$ cat src/rtl/apb_master_arbiter_pkg.sv
// Shared types and constants for the APB master arbiter.
// Holds the FSM encoding and the APB slot-select geometry.
package apb_master_arbiter_pkg;

    typedef enum logic [1:0] {
        ST_IDLE   = 2'd0,
        ST_SETUP  = 2'd1,
        ST_ACCESS = 2'd2
    } state_t;

    localparam int SLOT_W = 4;
    localparam int PSEL_W = 16;

    function automatic logic [PSEL_W-1:0] slot_onehot(
        input logic [SLOT_W-1:0] slot
    );
        logic [PSEL_W-1:0] r;
        r = PSEL_W'(1) << slot;
        return r;
    endfunction

endpackage

$ cat src/rtl/apb_master_arbiter_if.sv
// Requester-side and APB-side signals of the arbiter.
// master = the arbiter, slave = requesters plus APB fabric.
interface apb_master_arbiter_if #(
    parameter int NREQ = 4
);
    import apb_master_arbiter_pkg::*;

    logic [NREQ-1:0]    REQ;
    logic [NREQ*32-1:0] REQ_ADDR;
    logic [NREQ-1:0]    REQ_WRITE;
    logic [NREQ*32-1:0] REQ_WDATA;
    logic [NREQ-1:0]    DONE;
    logic [31:0]        RDATA;
    logic               ERR;
    logic               TOUT;

    logic [PSEL_W-1:0]  PSEL;
    logic [31:0]        PADDR;
    logic               PWRITE;
    logic               PENABLE;
    logic [31:0]        PWDATA;
    logic [31:0]        PRDATA;
    logic               PREADY;
    logic               PSLVERR;

    modport master (
        input  REQ, REQ_ADDR, REQ_WRITE, REQ_WDATA,
        input  PRDATA, PREADY, PSLVERR,
        output DONE, RDATA, ERR, TOUT,
        output PSEL, PADDR, PWRITE, PENABLE, PWDATA
    );

    modport slave (
        output REQ, REQ_ADDR, REQ_WRITE, REQ_WDATA,
        output PRDATA, PREADY, PSLVERR,
        input  DONE, RDATA, ERR, TOUT,
        input  PSEL, PADDR, PWRITE, PENABLE, PWDATA
    );

endinterface

$ cat src/rtl/apb_master_arbiter_rr_arbiter.sv
// Combinational round-robin pick: first request at or after ptr,
// searching upward and wrapping.
module rr_arbiter #(
    parameter int NREQ = 4,
    parameter int IW   = 2
) (
    input  logic [NREQ-1:0] i_req,
    input  logic [IW-1:0]   i_ptr,
    output logic [IW-1:0]   o_win,
    output logic            o_valid
);

    // Walk offsets from far to near so the nearest hit wins.
    always_comb begin
        int k;
        k       = 0;
        o_win   = '0;
        o_valid = |i_req;
        for (int d = NREQ - 1; d >= 0; d--) begin
            k = int'(i_ptr) + d;
            if (k >= NREQ) begin
                k = k - NREQ;
            end
            if (i_req[IW'(k)]) begin
                o_win = IW'(k);
            end
        end
    end

endmodule

$ cat src/rtl/apb_master_arbiter.sv
// Round-robin APB3 master shared by NREQ requesters, with slot
// decode, wait-state handling and an ACCESS-phase timeout.
module apb_master_arbiter
    import apb_master_arbiter_pkg::*;
#(
    parameter int NREQ     = 4,
    parameter int SLOT_LSB = 24,
    parameter int TIMEOUT  = 255,
    parameter int TOW      = 8
) (
    input  logic PCLK,
    input  logic PRESET,
    apb_master_arbiter_if.master bus
);

    localparam int IW = (NREQ > 1) ? $clog2(NREQ) : 1;
    localparam logic [NREQ-1:0] ONE = NREQ'(1);

    state_t            r_state;
    logic [IW-1:0]     r_ptr;
    logic [IW-1:0]     r_win;
    logic [TOW-1:0]    r_cnt;
    logic [PSEL_W-1:0] r_psel;
    logic [31:0]       r_paddr;
    logic              r_pwrite;
    logic              r_penable;
    logic [31:0]       r_pwdata;
    logic [NREQ-1:0]   r_done;
    logic [31:0]       r_rdata;
    logic              r_err;
    logic              r_tout;

    logic [IW-1:0]     w_win;
    logic              w_valid;
    logic [IW-1:0]     w_ptr_nxt;
    logic [31:0]       w_addr;
    logic [31:0]       w_wdata;
    logic              w_write;
    logic [TOW-1:0]    w_cnt_nxt;
    logic              w_tout_hit;

    rr_arbiter #(
        .NREQ (NREQ),
        .IW   (IW)
    ) u_rr (
        .i_req   (bus.REQ),
        .i_ptr   (r_ptr),
        .o_win   (w_win),
        .o_valid (w_valid)
    );

    assign w_addr    = bus.REQ_ADDR[{w_win, 5'd0} +: 32];
    assign w_wdata   = bus.REQ_WDATA[{w_win, 5'd0} +: 32];
    assign w_write   = bus.REQ_WRITE[w_win];
    assign w_ptr_nxt = (w_win == IW'(NREQ - 1)) ? '0 : w_win + 1'b1;

    // A zero TIMEOUT leaves the counter free-running but never aborts.
    assign w_cnt_nxt  = r_cnt + 1'b1;
    assign w_tout_hit = (TIMEOUT != 0) && (w_cnt_nxt == TOW'(TIMEOUT));

    always_ff @(posedge PCLK or posedge PRESET) begin
        if (PRESET) begin
            r_state   <= ST_IDLE;
            r_ptr     <= '0;
            r_win     <= '0;
            r_cnt     <= '0;
            r_psel    <= '0;
            r_paddr   <= '0;
            r_pwrite  <= 1'b0;
            r_penable <= 1'b0;
            r_pwdata  <= '0;
            r_done    <= '0;
            r_rdata   <= '0;
            r_err     <= 1'b0;
            r_tout    <= 1'b0;
        end else begin
            r_done <= '0;
            r_tout <= 1'b0;
            unique case (r_state)
                ST_IDLE: begin
                    if (w_valid) begin
                        r_win     <= w_win;
                        r_paddr   <= w_addr;
                        r_pwrite  <= w_write;
                        r_pwdata  <= w_wdata;
                        r_psel    <= slot_onehot(w_addr[SLOT_LSB +: SLOT_W]);
                        r_penable <= 1'b0;
                        r_ptr     <= w_ptr_nxt;
                        r_cnt     <= '0;
                        r_state   <= ST_SETUP;
                    end
                end
                ST_SETUP: begin
                    r_penable <= 1'b1;
                    r_state   <= ST_ACCESS;
                end
                ST_ACCESS: begin
                    if (bus.PREADY) begin
                        r_done    <= ONE << r_win;
                        r_err     <= bus.PSLVERR;
                        r_psel    <= '0;
                        r_penable <= 1'b0;
                        r_state   <= ST_IDLE;
                        if (!r_pwrite) begin
                            r_rdata <= bus.PRDATA;
                        end
                    end else begin
                        r_cnt <= w_cnt_nxt;
                        if (w_tout_hit) begin
                            r_done    <= ONE << r_win;
                            r_tout    <= 1'b1;
                            r_err     <= 1'b1;
                            r_rdata   <= '0;
                            r_psel    <= '0;
                            r_penable <= 1'b0;
                            r_state   <= ST_IDLE;
                        end
                    end
                end
                default: begin
                    r_state <= ST_IDLE;
                end
            endcase
        end
    end

    assign bus.DONE    = r_done;
    assign bus.RDATA   = r_rdata;
    assign bus.ERR     = r_err;
    assign bus.TOUT    = r_tout;
    assign bus.PSEL    = r_psel;
    assign bus.PADDR   = r_paddr;
    assign bus.PWRITE  = r_pwrite;
    assign bus.PENABLE = r_penable;
    assign bus.PWDATA  = r_pwdata;

endmodule
$ cat src/flat_wrapper.sv
// flat-port wrapper written by rule: the top's interface ports become plain ports
module apb_master_arbiter_flat import apb_master_arbiter_pkg::*;
#(
    parameter int NREQ     = 4,
    parameter int SLOT_LSB = 24,
    parameter int TIMEOUT  = 255,
    parameter int TOW      = 8
)
  (PCLK, PRESET, bus_REQ, bus_REQ_ADDR, bus_REQ_WRITE, bus_REQ_WDATA, bus_PRDATA, bus_PREADY, bus_PSLVERR, bus_DONE, bus_RDATA, bus_ERR, bus_TOUT, bus_PSEL, bus_PADDR, bus_PWRITE, bus_PENABLE, bus_PWDATA);
  apb_master_arbiter_if #(.NREQ(NREQ)) bus_i ();
  input  logic PCLK;
  input  logic PRESET;
  input wire logic [$bits(bus_i.REQ)-1:0] bus_REQ;
  input wire logic [$bits(bus_i.REQ_ADDR)-1:0] bus_REQ_ADDR;
  input wire logic [$bits(bus_i.REQ_WRITE)-1:0] bus_REQ_WRITE;
  input wire logic [$bits(bus_i.REQ_WDATA)-1:0] bus_REQ_WDATA;
  input wire logic [$bits(bus_i.PRDATA)-1:0] bus_PRDATA;
  input wire logic [$bits(bus_i.PREADY)-1:0] bus_PREADY;
  input wire logic [$bits(bus_i.PSLVERR)-1:0] bus_PSLVERR;
  output wire logic [$bits(bus_i.DONE)-1:0] bus_DONE;
  output wire logic [$bits(bus_i.RDATA)-1:0] bus_RDATA;
  output wire logic [$bits(bus_i.ERR)-1:0] bus_ERR;
  output wire logic [$bits(bus_i.TOUT)-1:0] bus_TOUT;
  output wire logic [$bits(bus_i.PSEL)-1:0] bus_PSEL;
  output wire logic [$bits(bus_i.PADDR)-1:0] bus_PADDR;
  output wire logic [$bits(bus_i.PWRITE)-1:0] bus_PWRITE;
  output wire logic [$bits(bus_i.PENABLE)-1:0] bus_PENABLE;
  output wire logic [$bits(bus_i.PWDATA)-1:0] bus_PWDATA;
  assign bus_i.REQ = bus_REQ;
  assign bus_i.REQ_ADDR = bus_REQ_ADDR;
  assign bus_i.REQ_WRITE = bus_REQ_WRITE;
  assign bus_i.REQ_WDATA = bus_REQ_WDATA;
  assign bus_i.PRDATA = bus_PRDATA;
  assign bus_i.PREADY = bus_PREADY;
  assign bus_i.PSLVERR = bus_PSLVERR;
  assign bus_DONE = bus_i.DONE;
  assign bus_RDATA = bus_i.RDATA;
  assign bus_ERR = bus_i.ERR;
  assign bus_TOUT = bus_i.TOUT;
  assign bus_PSEL = bus_i.PSEL;
  assign bus_PADDR = bus_i.PADDR;
  assign bus_PWRITE = bus_i.PWRITE;
  assign bus_PENABLE = bus_i.PENABLE;
  assign bus_PWDATA = bus_i.PWDATA;
  apb_master_arbiter #(.NREQ(NREQ), .SLOT_LSB(SLOT_LSB), .TIMEOUT(TIMEOUT), .TOW(TOW)) u_core (.PCLK(PCLK), .PRESET(PRESET), .bus(bus_i));
endmodule
$ cat config.mk
export PLATFORM = sky130hd
export DESIGN_NAME = apb_master_arbiter_flat
export DESIGN_NICKNAME = d
export VERILOG_FILES = /design/src/rtl/apb_master_arbiter_pkg.sv /design/src/rtl/apb_master_arbiter_if.sv /design/src/rtl/apb_master_arbiter_rr_arbiter.sv /design/src/rtl/apb_master_arbiter.sv /design/src/flat_wrapper.sv
export SDC_FILE = /design/constraint.sdc
export NUM_CORES = 1
export LEC_CHECK = 0
export ABC_AREA = 1
export ABC_CLOCK_PERIOD_IN_PS = 11700
export CORE_AREA = 4 4 162 164
export CTS_BUF_LIST = sky130_fd_sc_hd__clkbuf_4
export DETAILED_ROUTE_END_ITERATION = 10
export DIE_AREA = 0 0 166 168
export HOLD_SLACK_MARGIN = 0.08
export PLACE_DENSITY = 0.67
export SLEW_MARGIN = 20
export SYNTH_ARGS = -nofsm -noshare
export SYNTH_HDL_FRONTEND = slang
export SYNTH_SLANG_ARGS = --single-unit
export TNS_END_PERCENT = 10
$ cat constraint.sdc
create_clock -name PCLK -period 11.7 [get_ports PCLK]
set_clock_uncertainty 0.1 [all_clocks]
set_input_delay 2.34 -clock PCLK [delete_from_list [all_inputs] [get_ports PCLK]]
set_output_delay 2.34 -clock PCLK [all_outputs]
set_load 0.01 [all_outputs]
==> out/metrics.csv <==
metric,value,unit
hold path depth,1,
DR vias,8528,
CTS root buffer,clkbuf_4,
MaxCap Viol Count,0,
CP Data Required Time,12.07,ns
drc violations,0,
PD cells,256,mW/mm²
fin area,0.0127,mm²
Fin Setup TNS,0,ns
largest net degree at the start of global routing,166,
worst skew pair latency,0.54,ns
H-tree levels,4,
Boundary Pins,420,
post-synthesis sequential area ratio,41.7,%
synth unique cells,36,
dpl hpwl,21900,µm
kind of critical path,primary input to flip-flop,
worst hold path class,flip-flop to flip-flop,
Worst VDD drop,221,µV
min Tclk post-route,5.52,ns
syn nets,1410,
first-pass GRT wire length,45100,µm
mux cell area share after synthesis,0,%
placed instance area,0.0124,mm²
"CTS clk-pin slew, worst paths",0.11,ns
slew margin rel.,41.0,%
Syn Inst Count,1108,
Synth Area in Simple Gates,29.4,%
global route overflow,0,
initial antenna violation count,2,
"wirelength, routed",29000,µm
unrepaired setup endpoints after global routing,no,
critical path endpoint category,flip-flop,
chip height,168,µm
clock net sink count,134,
Core Rows,58,
1st-iter DRT viols,470,
syn_area_per_cell,7.26,µm²
worst r2r path cells,14,
Post-synth EDFFs,0,
Final Cycle Share,47.2,%
flop2flop setup slack,7.90,ns
core area,0.0249,mm²
Port Buf Inserts,419,
post-synthesis xor/xnor area fraction,0.435,%
fraction of layout cells with a size suffix above 1,7.04,%
post-synthesis adder-cell area fraction,0.311,%
final hold vios,0,
Synth warnings,0,
number of CTS-inserted buffers,17,
Crit Path Max Fanout,165,
postcts setup bufs,0,
gr usage total,20.0,%
DR WL/cell,15.9,µm
startpoint types,primary input,
final setup vio count,0,
routability congestion estimate,0.881,
CP arrival,5.88,ns
vias in the first global route,8122,
Die Area,0.0279,mm²
LEAKAGE,5.86,nW
CTS tree,done,
router iterations before antenna repair,5,
# resized after CTS,0,
Initial Util,32.3,%
Synth Area in Compound Gates,15.8,%
"Area growth, synth to finish",57.4,%
fin. max-slew vios,0,
Final Core Density,50.9,%
die width,166,µm
vias per cell,4.68,
ys async rst share,100,%
#FFs+latches synth,134,
hold buffers post-CTS,0,
"Power, Total",0.00324,W
Final #Nets,1781,
run status,finished clean,
most common flop cell mapped by yosys,dfrtp_1,
largest family of logic cells by synthesized area,simple AND/OR/NAND/NOR gates,
Slew @ Worst Pin,0.885,ns
number of routed nets with antenna violations,0,
synthesized area,0.00805,mm²
Peak Freq,181,MHz
Bufs on Longest Clock Path,2,
==> synth_stat cells, drive strengths merged, types with 3 or more instances <==
cell type	n	share of area [%]
a21oi	63	3.9
a31oi	62	4.9
buf	44	3.3
clkbuf	31	1.5
dfrtp	134	42
inv	162	7.6
nand2	255	12
nand3	115	7.4
nor2	83	4.2
nor3	6	0.37
o211ai	61	5.7
o21ai	14	0.92
o22ai	3	0.23
or2	61	4.7
xor2	4	0.44
==> worst paths after layout <==
path	startpoint	endpoint
setup / recovery	bus_REQ[3]	u_core.bus.PSEL[15]$_DFFE_PP0P_
max in group asynchronous	PRESET	u_core.bus.PADDR[21]$_DFFE_PP0P_
min in group asynchronous	PRESET	u_core.bus.PSEL[10]$_DFFE_PP0P_
hold / removal	u_core.r_win[1]$_DFFE_PP0P_	u_core.bus.DONE[0]$_DFF_PP0_
hold reg to reg	u_core.r_win[1]$_DFFE_PP0P_	u_core.bus.DONE[0]$_DFF_PP0_
setup reg to reg	u_core.r_ptr[0]$_DFFE_PP0P_	u_core.bus.PSEL[15]$_DFFE_PP0P_
==> per-stage QoR <==
step           cells  hold WS (ns)  setup WS, ns
3_5_place_dp    1790         0.352          5.73
5_1_grt         1822         0.381          5.90
4_1_cts         1821         0.362          6.33
6_report        1822         0.368          6.18
3_3_place_gp    1790         0.350          5.82
2_1_floorplan   1108         0.332          5.68
==> critical path, cell delays in order <==
cell	delay [ns]
clkdlybuf4s50_1	0.47
inv_1	0.07
o21ai_1	0.18
nand2_1	0.11
nand3_2	0.10
nand3_2	0.22
nand2_8	0.62
buf_4	0.80
inv_1	0.17
nand2_1	0.13
nand3_1	0.09
o21ai_2	0.17
nand3_1	0.12
nand2_1	0.07
==> per-layer routing <==
metal  vias to the layer above  wire length [µm]  track usage, %
met4                         2               361            4.56
met1                      3851             11700            24.3
met5                         -                 8               0
met2                       312             14500            34.9
li1                       4336                 -               -
met3                        27              2320            6.36
==> layout make-up <==
type / instances / area [µm²]
inverter: 162 / 613
multi-input combinational: 737 / 3720
clock buffer: 17 / 128
fill: 2432 / 12200
clock inverter: 14 / 175
timing repair buffer: 427 / 4250
tap: 330 / 413
antenna: 1 / 2.50
sequential: 134 / 3350
==> sequential cells by signal, summed over array words and instances, names as in the netlist, 2 cells and up <==
name	flops
u_core.bus.DONE	4
u_core.bus.PADDR	32
u_core.bus.PSEL	16
u_core.bus.PWDATA	32
u_core.bus.RDATA	32
u_core.r_cnt	8
u_core.r_ptr	2
u_core.r_state	2
u_core.r_win	2
==> where the power goes <==
part / internal, W / total (W) / leakage, nW / switching [W]
combinational: 0.000888 / 0.00212 / 4.05 / 0.00123
clock: 0.000150 / 0.000342 / 0.167 / 0.000192
sequential: 0.000661 / 0.000775 / 1.64 / 0.000114
total: 0.00170 / 0.00324 / 5.86 / 0.00154
==> layout by cell type (no fill, tap or decap), types with 4 or more instances in the layout <==
master,count
a21oi_1,63
a31oi_1,61
buf_4,8
clkbuf_4,17
clkdlybuf4s50_1,419
clkinv_4,5
dfrtp_1,134
inv_1,157
inv_2,4
inv_6,4
nand2_1,251
nand3_1,111
nand3_2,4
nor2_1,76
nor2_2,5
nor3_1,5
o211ai_1,61
o21ai_0,10
or2_1,18
or2_2,42
xor2_1,4
==> cells by family after synthesis <==
group	Yosys count
AND/OR/NAND/NOR	526
AO/OA/AOI/OAI	205
XOR/XNOR	4
adder cells (fa/ha/maj)	2
buffers and inverters	237
flip-flops	134
Note: power is estimated with default switching activity, not from simulation.
